[src/rtl/game_countdown_timer.sv]
// Game countdown timer: counts the time limit down in 0.1 s steps as BCD SS.t
// digits, with load/start/pause/bonus controls and warning/timeout flags.
module game_countdown_timer #(
    parameter int MAX_SEC   = 99,
    parameter int BONUS_SEC = 5,
    parameter int WARN_SEC  = 10
) (
    input  logic       clk,
    input  logic       resetN,
    input  logic       tick,
    input  logic       load,
    input  logic [6:0] load_sec,
    input  logic       start,
    input  logic       pause,
    input  logic       add_bonus,
    output logic [3:0] sec_tens,
    output logic [3:0] sec_ones,
    output logic [3:0] tenths,
    output logic       running,
    output logic       warning,
    output logic       expired,
    output logic       timeout_pulse
);

    typedef enum logic [1:0] {IDLE, RUNNING, PAUSED, EXPIRED} state_t;

    localparam logic [7:0] MAX_SEC_B   = 8'(MAX_SEC);
    localparam logic [7:0] BONUS_SEC_B = 8'(BONUS_SEC);
    localparam logic [7:0] WARN_SEC_B  = 8'(WARN_SEC);

    state_t     state_q, state_d;
    logic [3:0] tens_q, tens_d;
    logic [3:0] ones_q, ones_d;
    logic [3:0] tenths_q, tenths_d;
    logic       warning_q, warning_d;
    logic       timeout_q, timeout_d;

    logic [7:0] sec_cur;
    logic [7:0] sec_nxt;
    logic [7:0] sec_bonus;
    logic [7:0] load_clamped;
    logic [3:0] tenths_nxt;
    logic       time_zero;
    logic       do_tick;

    // Whole seconds are handled in binary and re-split into BCD digits on the way out.
    always_comb begin
        // NOTE: every variable gets a default before any branch so no latch is inferred.
        state_d      = state_q;
        timeout_d    = 1'b0;
        do_tick      = 1'b0;
        sec_cur      = 8'(tens_q) * 8'd10 + 8'(ones_q);
        sec_nxt      = sec_cur;
        sec_bonus    = 8'd0;
        tenths_nxt   = tenths_q;
        time_zero    = (sec_cur == 8'd0) && (tenths_q == 4'd0);
        load_clamped = ({1'b0, load_sec} > MAX_SEC_B) ? MAX_SEC_B : {1'b0, load_sec};

        if (load) begin
            sec_nxt    = load_clamped;
            tenths_nxt = 4'd0;
            state_d    = IDLE;
        end else begin
            if (start) begin
                if ((state_q == IDLE || state_q == PAUSED) && !time_zero)
                    state_d = RUNNING;
            end else if (pause && state_q == RUNNING) begin
                state_d = PAUSED;
            end

            // A tick counts only when the timer is running and stays running this cycle.
            do_tick = tick && (state_q == RUNNING) && (state_d == RUNNING);
            if (do_tick) begin
                if (tenths_q != 4'd0) begin
                    tenths_nxt = tenths_q - 4'd1;
                end else if (sec_cur != 8'd0) begin
                    tenths_nxt = 4'd9;
                    sec_nxt    = sec_cur - 8'd1;
                end
            end

            if (add_bonus && state_q != EXPIRED) begin
                sec_bonus = sec_nxt + BONUS_SEC_B;
                sec_nxt   = (sec_bonus > MAX_SEC_B) ? MAX_SEC_B : sec_bonus;
            end

            if (do_tick && sec_nxt == 8'd0 && tenths_nxt == 4'd0) begin
                state_d   = EXPIRED;
                timeout_d = 1'b1;
            end
        end

        tens_d    = 4'(sec_nxt / 8'd10);
        ones_d    = 4'(sec_nxt % 8'd10);
        tenths_d  = tenths_nxt;
        warning_d = (state_d != EXPIRED) && (sec_nxt < WARN_SEC_B) &&
                    ((sec_nxt != 8'd0) || (tenths_nxt != 4'd0));
    end

    // NOTE: sequential state uses non-blocking assignments so all flops update together.
    always_ff @(posedge clk or negedge resetN) begin
        if (!resetN) begin
            state_q   <= IDLE;
            tens_q    <= 4'd0;
            ones_q    <= 4'd0;
            tenths_q  <= 4'd0;
            warning_q <= 1'b0;
            timeout_q <= 1'b0;
        end else begin
            state_q   <= state_d;
            tens_q    <= tens_d;
            ones_q    <= ones_d;
            tenths_q  <= tenths_d;
            warning_q <= warning_d;
            timeout_q <= timeout_d;
        end
    end

    assign sec_tens      = tens_q;
    assign sec_ones      = ones_q;
    assign tenths        = tenths_q;
    assign running       = (state_q == RUNNING);
    assign expired       = (state_q == EXPIRED);
    assign warning       = warning_q;
    assign timeout_pulse = timeout_q;

endmodule

[config.mk]
export PLATFORM = sky130hd
export DESIGN_NAME = game_countdown_timer
export DESIGN_NICKNAME = d
export VERILOG_FILES = /design/src/rtl/game_countdown_timer.sv
export SDC_FILE = /design/constraint.sdc
export NUM_CORES = 1
export LEC_CHECK = 0
export ABC_AREA = 1
export ABC_CLOCK_PERIOD_IN_PS = 8010
export CORE_MARGIN = 10
export CORE_UTILIZATION = 55
export DETAILED_ROUTE_END_ITERATION = 10
export GPL_TIMING_DRIVEN = 0
export PLACE_DENSITY_LB_ADDON = 0.12
export SLEW_MARGIN = 0
export SYNTH_ARGS = -nofsm -noshare
export SYNTH_HDL_FRONTEND = slang
export SYNTH_SLANG_ARGS = --single-unit
[constraint.sdc]
create_clock -name clk -period 8.01 [get_ports clk]
set_clock_uncertainty 0.1 [all_clocks]
set_input_delay 0.801 -clock clk [delete_from_list [all_inputs] [get_ports clk]]
set_output_delay 0.801 -clock clk [all_outputs]
set_load 0.05 [all_outputs]
==> impl_summary.txt <==
----------------------------------------------------
[Status]
  Run status ... finished clean

[Synthesis]
  Predominant post-synthesis flop cell ... dfrtp_1
  Part of the Yosys area used for sequential elements ... 15.3%
  Yosys warning count ... 0
  Synth async-reset ratio ... 100%
  Total standard cell area after synthesis ... 2630 um^2
  Number of distinct library cells after synthesis ... 42
  Net count of the mapped netlist ... 452
  Register bit count reported by yosys ... 16
  Synth Area per Inst ... 6.25 um^2
  Post-synth EDFFs ... 0
  Synthesized instance count ... 420

[Route]
  Total via count in the routed design ... 2645
  Count of unresolved DRC violations after routing ... 0
  Router iterations before antenna repair ... 4
  WL per Instance ... 11.8 um
  Number of vias per cell ... 5.24
  Antenna Violating Nets Remaining ... 0
  Number of DRC markers in iteration 0 ... 75
  WL final ... 5.95 mm

[Clock network]
  Clock buffer depth ... 2
  Post-cts sizing count ... 0
  CTS tree ... yes
  Worst-skew pair later-pin latency ... 0.25 ns
  Clock-pin slew on the worst setup and hold paths ... 0.06 ns
  Sinks on the clock net ... 16
  Number of setup buffers added after CTS ... 0
  Clock Tree Root ... clkbuf_8
  Htree depth ... 1
  Hold buffers post-CTS ... 0
  Clock buffer count from CTS ... 3

[Global routing]
  Wire length of the first global-routing pass ... 10.7 mm
  Largest net degree at the start of global routing ... 17
  Via count of the first global-routing pass ... 2495
  GRT Util Overall ... 16.1%
  Sum of overflow across all layers after global routing ... 0
  Antenna violations before repair ... 0

[Placement]
  IO Port Bufs ... 28
  RD Place Congestion ... 0.864
  Post-detailed-placement half-perimeter wirelength ... 5.18 mm

[Layout]
  Nets@finish ... 485
  Commonest non-fill, non-tap cells in the layout ... nand2_1, inv_1, nand3_1
  Share of post-route cells with drive strength above 1 ... 15.1%
  Number of diodes added for antenna fixing ... 0
  P&R area growth vs syn ... 14.8%
  Most common library cell in the layout ignoring fill and taps ... nand2_1

[Setup path]
  Kind of start point of the critical path ... register
  Most repeated library cell on the critical path ... nand2_1
  Cell depth of the worst flop-to-flop path ... 49
  Critical path arrival ... 6.59 ns
  Cell with the biggest individual delay on the critical path ... fa_1
  Internal reg-to-reg setup slack ... 1.45 ns
  Worst setup path start ... sec_tens[1]$_DFF_PN0_
  Max stage delay on crit path ... 0.48 ns
  Endpoint kind of the worst setup timing path ... register
  End point of the critical path ... sec_ones[2]$_DFF_PN0_
  Worst r2r src ... sec_tens[1]$_DFF_PN0_
  Classification of the worst setup path ... register to register
  Critical R2R Capture ... sec_ones[2]$_DFF_PN0_
  Critical path peak fanout ... 10
  Critical path data required time ... 8.04 ns

[Floorplanning]
  Effective utilization at floorplan ... 56.3%
  Core Area ... 4660 um^2
  Height of the die ... 89.1 um
  Number of primary I/O pins ... 30
  Die extent in x ... 89.1 um
  Floorplan die area ... 7940 um^2
  Cell row count ... 25

[STA]
  Number of pins with negative max-slew slack in the final report ... 0
  Maximum frequency from static timing analysis ... 152 MHz
  Period minus WS final ... 6.56 ns
  Final hold violation count ... 0
  Number of setup violations in the final report ... 0
  Slew margin rel. ... 55.1%
  Setup repair after global routing missed its margin ... no
  Transition time of the tightest slew-check pin ... 0.672 ns
  Final cycle utilization of the critical path ... 81.9%
  Post-Route Setup TNS ... 0 ns

[Hold path]
  Class of the tightest hold or removal check ... register to register
  Hold path startpoint ... tenths[3]$_DFF_PN0_

[Run]
  Max-cap check violation count ... 0

----------------------------------------------------
synthesized netlist by cell type (3+ instances only):
master      n  area share [%]
nand3_2    12             4.6
nand3_4     4             2.7
inv_1      68             9.7
a21oi_1     7             1.3
inv_2       8             1.1
dfrtp_1    16              15
o21ai_0    10             1.9
xor2_1      8             2.7
nand4_1    12             2.9
nand2_2    20             4.8
nand3b_1    3            0.86
nand2_1   126              18
nor2_2      6             1.4
ha_1       16             7.6
xnor2_1     4             1.3
nor2_1     24             3.4
nand2_4     3             1.3
nand3_1    41             7.8
flip-flops by register name, indices dropped and copies added (netlist names):
signal,count
tenths,4
warning,1
sec_tens,4
sec_ones,4
state_q,2
timeout_pulse,1
worst min path at each step:
| stage | cells after the start | endpoint | slack (ns) |
|---|---|---|---|
| 2_1_floorplan | 0 | sec_ones[0]$_DFF_PN0_ | 0.41 |
| 3_3_place_gp | 2 | tenths[3]$_DFF_PN0_ | 0.52 |
| 3_5_place_dp | 2 | tenths[3]$_DFF_PN0_ | 0.52 |
| 4_1_cts | 2 | tenths[3]$_DFF_PN0_ | 0.52 |
| 5_1_grt | 2 | tenths[3]$_DFF_PN0_ | 0.57 |
| 6_report | 2 | tenths[3]$_DFF_PN0_ | 0.52 |
cell type report:
type / instances / area, um^2
inverter: 77 / 289
multi-input combinational: 323 / 1910
timing repair buffer: 28 / 280
buffer: 4 / 25.0
sequential: 16 / 400
fill: 459 / 1650
clock buffer: 3 / 41.3
tap: 54 / 67.6
logic make-up after synthesis:
group	synth area share (%)
AND/OR/NAND/NOR	51.7
buffers and inverters	12.0
AO/OA/AOI/OAI	7.91
adder cells (fa/ha/maj)	9.15
flip-flops	15.3
XOR/XNOR	4.00
worst max-delay path: cells and delay by family, from the launching register on:
family | cells | cell delay [ns]
AND/OR/NAND/NOR | 34 | 3.48
buffers and inverters | 8 | 0.54
adder cells (fa/ha/maj) | 7 | 1.92
flip-flops | 1 | 0.42
metal layers:
| layer | up-vias | part of all wire (%) | track usage, % |
|---|---|---|---|
| met3 | 6 | 2.4 | 1.09 |
| met5 | - | 0 | 0 |
| met2 | 29 | 50 | 28.0 |
| met1 | 1204 | 47 | 20.8 |
| met4 | 0 | 1.1 | 4.62 |
| li1 | 1406 | - | - |
per-stage QoR:
| step | hold slack [ns] | instance area, um^2 | std cells | setup slack, ns | util [%] |
|---|---|---|---|---|---|
| after floorplan | 0.405 | 2630 | 420 | 1.84 | - |
| after global placement | 0.517 | 2970 | 502 | 1.56 | 63.8 |
| after detailed placement | 0.516 | 2970 | 502 | 1.44 | 63.8 |
| after CTS | 0.523 | 3010 | 505 | 1.41 | 64.7 |
| after global routing | 0.571 | 3010 | 505 | 0.656 | 64.7 |
| final | 0.520 | 3010 | 505 | 1.45 | 64.7 |
Power is not shown: default switching activity piles up to over one toggle a cycle in this logic, so the estimate is an artifact.
